===== src/rtl/game_pkg.sv =====
// Shared constants for the round timer: FSM state encoding, default round
// length and BCD digit helpers.
package game_pkg;

  localparam int BCD_W = 4;

  localparam logic [1:0] ST_IDLE    = 2'b00;
  localparam logic [1:0] ST_RUN     = 2'b01;
  localparam logic [1:0] ST_PAUSED  = 2'b10;
  localparam logic [1:0] ST_EXPIRED = 2'b11;

  localparam logic [2*BCD_W-1:0] GAME_DEFAULT_SECS = 8'h30;

  // Out-of-range BCD nibbles saturate at 9 rather than being rejected.
  function automatic logic [BCD_W-1:0] clamp_digit(input logic [BCD_W-1:0] d);
    return (d > 4'd9) ? 4'd9 : d;
  endfunction

endpackage


===== src/rtl/bcd_down_counter2.sv =====
// Two-digit BCD seconds counter: clamped load, saturating decrement at 00,
// plus zero and "about to hit zero" flags for the controller.
module bcd_down_counter2
  import game_pkg::*;
#(
  parameter logic [2*BCD_W-1:0] RESET_VAL = GAME_DEFAULT_SECS
) (
  input  logic               clk,
  input  logic               rst,
  input  logic               load,
  input  logic [2*BCD_W-1:0] load_val,
  input  logic               dec,
  output logic [BCD_W-1:0]   tens,
  output logic [BCD_W-1:0]   ones,
  output logic               zero,
  output logic               at_one
);

  assign zero   = (tens == 4'd0) && (ones == 4'd0);
  assign at_one = (tens == 4'd0) && (ones == 4'd1);

  always_ff @(posedge clk or posedge rst) begin
    if (rst) begin
      tens <= RESET_VAL[2*BCD_W-1:BCD_W];
      ones <= RESET_VAL[BCD_W-1:0];
    end else if (load) begin
      tens <= clamp_digit(load_val[2*BCD_W-1:BCD_W]);
      ones <= clamp_digit(load_val[BCD_W-1:0]);
    end else if (dec && !zero) begin
      if (ones != 4'd0) begin
        ones <= ones - 4'd1;
      end else begin
        ones <= 4'd9;
        tens <= tens - 4'd1;
      end
    end
  end

endmodule


===== src/rtl/game_round_timer_ctrl.sv =====
// Round countdown controller: command sequencing FSM and one-second
// prescaler around a BCD seconds counter; every status output is a flop.
module game_round_timer_ctrl
  import game_pkg::*;
#(
  parameter int                 CLKS_PER_SEC = 50_000_000,
  parameter logic [2*BCD_W-1:0] DEFAULT_SECS = GAME_DEFAULT_SECS
) (
  input  logic               clk,
  input  logic               rst,
  input  logic               LoadIn,
  input  logic [2*BCD_W-1:0] LoadVal,
  input  logic               StartIn,
  input  logic               PauseIn,
  input  logic               AbortIn,
  output logic [BCD_W-1:0]   TensDigit,
  output logic [BCD_W-1:0]   OnesDigit,
  output logic               Running,
  output logic               Paused,
  output logic               OneSecTick,
  output logic               Timeout,
  output logic               Expired,
  output logic [1:0]         state_dbg
);

  localparam int PS_W = (CLKS_PER_SEC > 2) ? $clog2(CLKS_PER_SEC) : 1;
  localparam logic [PS_W-1:0] PS_LAST = PS_W'(CLKS_PER_SEC - 1);

  logic [1:0]         state, state_nxt;
  logic [PS_W-1:0]    ps, ps_nxt;
  logic               cnt_load, cnt_dec, cnt_zero, cnt_at_one;
  logic [2*BCD_W-1:0] cnt_load_val;
  logic               tick_nxt, timeout_nxt;

  bcd_down_counter2 #(.RESET_VAL(DEFAULT_SECS)) u_counter (
    .clk      (clk),
    .rst      (rst),
    .load     (cnt_load),
    .load_val (cnt_load_val),
    .dec      (cnt_dec),
    .tens     (TensDigit),
    .ones     (OnesDigit),
    .zero     (cnt_zero),
    .at_one   (cnt_at_one)
  );

  // Commands not accepted in the current state are ignored, so a lower
  // priority command still acts when a higher one is inapplicable.
  always_comb begin
    state_nxt    = state;
    ps_nxt       = ps;
    cnt_load     = 1'b0;
    cnt_load_val = LoadVal;
    cnt_dec      = 1'b0;
    tick_nxt     = 1'b0;
    timeout_nxt  = 1'b0;
    if (AbortIn) begin
      state_nxt    = ST_IDLE;
      ps_nxt       = '0;
      cnt_load     = 1'b1;
      cnt_load_val = DEFAULT_SECS;
    end else begin
      case (state)
        ST_IDLE: begin
          if (LoadIn) begin
            cnt_load = 1'b1;
            ps_nxt   = '0;
          end else if (StartIn) begin
            if (cnt_zero) begin
              state_nxt   = ST_EXPIRED;
              timeout_nxt = 1'b1;
            end else begin
              state_nxt = ST_RUN;
            end
          end
        end
        ST_PAUSED: begin
          if (LoadIn) begin
            cnt_load = 1'b1;
            ps_nxt   = '0;
          end else if (StartIn && !cnt_zero) begin
            state_nxt = ST_RUN;
          end
        end
        ST_EXPIRED: begin
          if (LoadIn) begin
            cnt_load  = 1'b1;
            ps_nxt    = '0;
            state_nxt = ST_IDLE;
          end
        end
        default: begin
          if (ps == PS_LAST) begin
            // The decrement lands before a coincident pause; expiry wins.
            ps_nxt   = '0;
            cnt_dec  = 1'b1;
            tick_nxt = 1'b1;
            if (cnt_at_one) begin
              state_nxt   = ST_EXPIRED;
              timeout_nxt = 1'b1;
            end else if (PauseIn) begin
              state_nxt = ST_PAUSED;
            end
          end else if (PauseIn) begin
            state_nxt = ST_PAUSED;
          end else begin
            ps_nxt = ps + 1'b1;
          end
        end
      endcase
    end
  end

  always_ff @(posedge clk or posedge rst) begin
    if (rst) begin
      state      <= ST_IDLE;
      ps         <= '0;
      Running    <= 1'b0;
      Paused     <= 1'b0;
      Expired    <= 1'b0;
      OneSecTick <= 1'b0;
      Timeout    <= 1'b0;
    end else begin
      state      <= state_nxt;
      ps         <= ps_nxt;
      Running    <= (state_nxt == ST_RUN);
      Paused     <= (state_nxt == ST_PAUSED);
      Expired    <= (state_nxt == ST_EXPIRED);
      OneSecTick <= tick_nxt;
      Timeout    <= timeout_nxt;
    end
  end

  assign state_dbg = state;

endmodule


===== config.mk =====
export PLATFORM = sky130hd
export DESIGN_NAME = game_round_timer_ctrl
export DESIGN_NICKNAME = d
export VERILOG_FILES = /design/src/rtl/game_pkg.sv /design/src/rtl/bcd_down_counter2.sv /design/src/rtl/game_round_timer_ctrl.sv
export SDC_FILE = /design/constraint.sdc
export NUM_CORES = 1
export LEC_CHECK = 0
export CORE_MARGIN = 3
export CORE_UTILIZATION = 45
export CTS_CLUSTER_DIAMETER = 30
export CTS_CLUSTER_SIZE = 25
export DETAILED_ROUTE_END_ITERATION = 12
export GPL_TIMING_DRIVEN = 1
export PLACE_DENSITY = 0.63
export RECOVER_POWER = 100
export SETUP_SLACK_MARGIN = 0.3
export SLEW_MARGIN = 20
export SYNTH_ARGS = -nofsm -noshare
export SYNTH_HDL_FRONTEND = slang
export SYNTH_SLANG_ARGS = --single-unit

===== constraint.sdc =====
create_clock -name clk -period 4.15 [get_ports clk]
set_clock_uncertainty 0.1 [all_clocks]
set_input_delay 0.6225 -clock clk [delete_from_list [all_inputs] [get_ports clk]]
set_output_delay 0.6225 -clock clk [all_outputs]
set_load 0.02 [all_outputs]

Word level (Yosys, flattened, before mapping)
Index checks and enable logic that the tools add are counted.
{"block": "word_totals", "input_bits": 14, "register_bits": 41, "output_inout_bits": 15}
{"block": "classes", "n_mux": 38, "eq_ne": 10, "magnitude_cmp": 2, "add_sub_neg": 3, "n_reduce_logical": 14}
{"operator": "2-to-1 mux 26 bit", "count": 5}
{"operator": "2-to-1 mux 4 bit", "count": 8}
{"operator": "adder 26 x 1 -> 26 bit (second input constant)", "count": 1}
{"operator": "== test 26 bit (second input constant)", "count": 1}
{"operator": "2-to-1 mux 2 bit", "count": 10}
{"operator": "2-to-1 mux 1 bit", "count": 12}
{"operator": "== test 2 bit (second input constant)", "count": 4}
{"operator": "> comparator 4 bit (second input constant)", "count": 2}
{"operator": "logical NOT 4 bit", "count": 2}
{"operator": "2-to-1 mux 8 bit", "count": 1}
{"operator": "subtractor 4 x 1 -> 4 bit (second input constant)", "count": 2}
{"operator": "case mux 2 bit (3 select lines)", "count": 1}
{"operator": "== test 4 x 1 -> 1 bit (second input constant)", "count": 1}
{"operator": "logical AND 1 bit", "count": 4}
{"operator": "inequality test 4 x 2 -> 1 bit (second input constant)", "count": 1}
{"operator": "AND reduction 2 bit", "count": 2}
{"operator": "nonzero test 4 bit", "count": 1}
{"operator": "inequality test 3 x 1 -> 1 bit (second input constant)", "count": 1}
{"operator": "OR reduction 3 bit", "count": 1}
{"operator": "== test 2 x 1 -> 1 bit (second input constant)", "count": 1}
{"operator": "logical NOT 2 bit", "count": 1}
{"operator": "inequality test 2 bit (second input constant)", "count": 1}
{"operator": "case mux 1 bit (2 select lines)", "count": 1}
{"operator": "nonzero test 2 bit", "count": 1}
{"operator": "2 further kinds", "count": 2}

Logic depth before layout (Yosys ltp)
{"block": "depth", "word_depth": 9, "depth_mapped": 8, "depth_no_buf": 8}

Modules after synthesis
A second synthesis with hierarchy kept.
{"block": "unflattened", "hier_cells": 275, "area_unflattened_um2": 2499.9}
{"mod": "game_round_timer_ctrl", "cells_per_inst": 213, "seq_area_each_um2": 825.8, "instances": 1, "area_each_um2": 1946.9}
{"mod": "bcd_down_counter2", "cells_per_inst": 62, "seq_area_each_um2": 202.7, "instances": 1, "area_each_um2": 553.0}

Least setup slack after synthesis
OpenSTA, ideal clock, no wires.
{"block": "synth_timing", "path_type": "register to register", "from": "reg u_counter.ones[0]", "to": "reg u_counter.tens[3]", "arrival_time_ns": 1.960, "path_slack_ns": 1.954, "stages_incl_launch_ff": 7, "period_less_slack_ns": 2.196, "n_path_buf": 1, "t_required_ns": 3.914, "path_cell_list": "dfrtp_1 > clkbuf_1 > nor4_1 > nor2b_1 > nor4b_1 > a21o_1 > o211ai_1"}
{"block": "synth_via", "elab_chain_cells": 6, "elab_cells_between_ends": 8, "cone_classes": "eq/ne: 1; reduce/logical: 7"}
{"item": "start: declaration", "line_no": "bcd_down_counter2.sv:14", "text": "output logic [BCD_W-1:0] ones,"}
{"item": "start signal: assignment", "line_no": "bcd_down_counter2.sv:25", "text": "ones <= RESET_VAL[BCD_W-1:0];"}
{"item": "start signal: assignment", "line_no": "bcd_down_counter2.sv:28", "text": "ones <= clamp_digit(load_val[BCD_W-1:0]);"}
{"item": "start signal: assignment", "line_no": "bcd_down_counter2.sv:31", "text": "ones <= ones - 4'd1;"}
{"item": "logical NOT 4 bit", "line_no": "bcd_down_counter2.sv:19", "text": "assign zero = (tens == 4'd0) && (ones == 4'd0);"}
{"item": "logical AND 1 bit", "line_no": "bcd_down_counter2.sv:19"}
{"item": "logical NOT 1 bit", "line_no": "bcd_down_counter2.sv:29", "text": "end else if (dec && !zero) begin"}
{"item": "logical AND 1 bit", "line_no": "bcd_down_counter2.sv:29"}
{"item": "nonzero test 2 bit (no line)"}
{"item": "AND reduction 2 bit (no line) (*)"}
{"item": "end signal: assignment", "line_no": "bcd_down_counter2.sv:24", "text": "tens <= RESET_VAL[2*BCD_W-1:BCD_W];"}
{"item": "end signal: assignment", "line_no": "bcd_down_counter2.sv:27", "text": "tens <= clamp_digit(load_val[2*BCD_W-1:BCD_W]);"}
{"item": "end signal: assignment", "line_no": "bcd_down_counter2.sv:34", "text": "tens <= tens - 4'd1;"}
{"item": "end: declaration", "line_no": "bcd_down_counter2.sv:13", "text": "output logic [BCD_W-1:0] tens,"}
Every way passes the cells marked *; elsewhere a longest branch is shown, timed or not.
A chain may end at the register's enable or synchronous reset.

==> run summary <==
post-CTS setup buffer count: 0
CP Class: in2async
row count: 26
failing checks: capacitance limit, slew limit
ys flop type: dfrtp_1
Post-DP Area: 2800 µm²
Die Wd: 79.8 µm
final instance area: 2860 µm²
most common cell after layout, fill and taps aside: dfrtp_1
latest clock arrival within the worst-skew pair: 0.30 ns
Levels on crit path: 3
async set or reset register ratio after synthesis: 1.00
Max-slew headroom: -0.467
delay-heaviest family, CP: buffers and inverters
routed wl met2: 2880 µm
Pint: 0.575 mW
outcome: finished, violations left
synthesized cell area: 2450 µm²
clk slew on worst S/H paths: 0.08 ns
final WL: 6140 µm
most frequent cells in the layout: 39 x dfrtp_1, 24 x a21oi_1, 22 x o21ai_0, 18 x nand2_1, 17 x dlygate4sd3_1
DR top layer: met4
critical path, cell by cell: clkdlybuf4s50_1 > clkinv_1 > clkbuf_1
#FFs+latches synth: 41
sequential power share: 0.526
LEAKAGE: 1.14 nW
Initial Utilization: 0.473
first-pass GRT wire length: 10700 µm
final slew viol count: 42
Hold Worst Slack: 0.416 ns
Worst path max stage delay: 1.56 ns
antenna diode count: 0
Fmax: 0.359 GHz
CP Launch Type: input port
met3 WL: 197 µm
power per cell area: 282 nW/µm²
drt pass-1 iters: 4
Routed WL per cell: 16.4 µm
max_cap viols: 1
switching power total: 0.231 mW
Cells after Synth: 275
DR DRC count: 0
Mean Syn Cell Area: 8.90 µm²
Root Buffer Master: clkbuf_8
Post-Syn Nets: 292
ratio of cells with drive above 1 in the final layout: 0.0525
H-tree depth: 2
vias in the first global route: 2123
CP endpoint kind: async pin
number of buffers created by CTS: 5
antenna violations before repair: 0
Clk network pwr share: 0.323
clk sink count: 41
largest net degree at the start of global routing: 42
Final nets: 321
worst path bufs/invs: 3
DRT met1 WL: 3010 µm
GRT Overall Usage: 0.214
worst setup path start: rst
hpwl dp: 4400 µm
Post-synth EDFFs: 0
Setup crit end: u_counter.ones[0]
Iteration-0 DRC Markers: 143
HP Class: reg2reg
vias per std cell: 6.04
Critical Path AT: 2.66 ns
Final Power: 0.806 mW
DRT antenna net count: 0
Synth cell types: 52
TNS Setup: 0 ns
Worst Path Required: 4.02 ns
GR Overflow Total: 0
Post-CTS Hold Buffers: 0
Final min period: 2.79 ns
TritonCTS clock tree: done
final setup fails: 0
worst vdd ir: 0.140 mV
Net Sw Frac: 0.287
core area: 5170 µm²
reg2reg path depth: 5
Worst R2R End: ps[12]
Logic pwr share: 0.151
final period utilization: 0.672
RSZ-0062 raised after global routing: false
reg2reg start: ps[7]
die area: 6360 µm²
Syn-to-layout area delta: 16.8%
GPL Wtd Cong: 0.861
R2R setup slack: 1.37 ns
Port Buf Inserts: 28
final count of hold timing violations: 0
Slowest cell on crit path: clkbuf_1
Critical Path Fanout Max: 41
Yosys warning total: 0
Worst-Margin Slew: 2.20 ns
Die H: 79.8 µm
Via Count: 2265
CTS resizes: 0
Max Buffers Root-to-Sink: 2
register area share after synthesis: 0.420
I/O pin count: 29
-- cell type report --
type / count / area, µm²
Timing Repair Buffer: 32 / 303
Clock buffer: 6 / 72.6
Sequential cell: 41 / 1030
Clock inverter: 2 / 10.0
Inverter: 14 / 52.6
Tap cell: 70 / 87.6
Fill cell: 485 / 2310
Multi-Input combinational cell: 210 / 1310
-- worst min path at each step --
| stage | from | to | cells after the start |
|---|---|---|---|
| 2_1_floorplan | ps[15] | ps[15] | 1 |
| 3_3_place_gp | u_counter.tens[0] | u_counter.tens[0] | 2 |
| 3_5_place_dp | u_counter.tens[0] | u_counter.tens[0] | 2 |
| 4_1_cts | u_counter.tens[0] | u_counter.tens[0] | 2 |
| 5_1_grt | ps[15] | ps[15] | 1 |
| 6_report | ps[15] | ps[15] | 1 |
-- power groups by stage --
stage	sequential (mW)	combinational, mW	clock [mW]
after floorplan	0.440	0.0633	0
after CTS	0.425	0.127	0.268
final	0.424	0.121	0.261
after global routing	0.427	0.135	0.283
after global placement	0.432	0.127	0
after detailed placement	0.432	0.127	0
-- stage by stage --
step                utilization  cells  worst slack [ns]
global route              0.553    375             0.804
CTS                       0.557    375              1.66
finish                    0.553    375              1.36
global placement          0.541    367              1.43
floorplan                     -    275              1.95
detailed placement        0.541    367              1.36
-- flip-flops by register name, indices dropped and copies added (netlist names) --
| name | cells |
|---|---|
| ps | 26 |
| u_counter.tens | 4 |
| u_counter.ones | 4 |
| Paused | 1 |
| Timeout | 1 |
| Expired | 1 |
| state_dbg | 2 |
| Running | 1 |
| OneSecTick | 1 |
-- logic make-up (layout without fill, tap and decap cells) --
logic type,count (synthesis),after routing,synth area share
buffers and inverters,24,54,0.0409
multiplexers,2,2,0.00818
flip-flops,41,41,0.420
adder cells (fa/ha/maj),3,3,0.0153
XOR/XNOR,1,1,0.00358
AND/OR/NAND/NOR,119,119,0.290
AO/OA/AOI/OAI,85,85,0.222
-- synthesized netlist by cell type, drive strengths merged, types with 5 or more instances --
| cell | number | share of area |
|---|---|---|
| a21oi | 24 | 0.049 |
| a31oi | 5 | 0.013 |
| clkbuf | 7 | 0.011 |
| dfrtp | 39 | 0.40 |
| inv | 14 | 0.021 |
| nand2 | 18 | 0.028 |
| nand3 | 16 | 0.033 |
| nand4 | 9 | 0.026 |
| nor2 | 16 | 0.025 |
| nor3 | 6 | 0.012 |
| nor4 | 5 | 0.015 |
| o21ai | 22 | 0.045 |
| o31ai | 8 | 0.025 |
| or3 | 11 | 0.028 |
| or4 | 6 | 0.018 |
-- metal layers --
metal  vias to the layer above  GRT usage
met5                         -          0
met4                         0     0.0574
met3                         5     0.0384
met2                        42      0.336
met1                      1103      0.304
li1                       1115          -
Power figures use the tool's default switching activity.
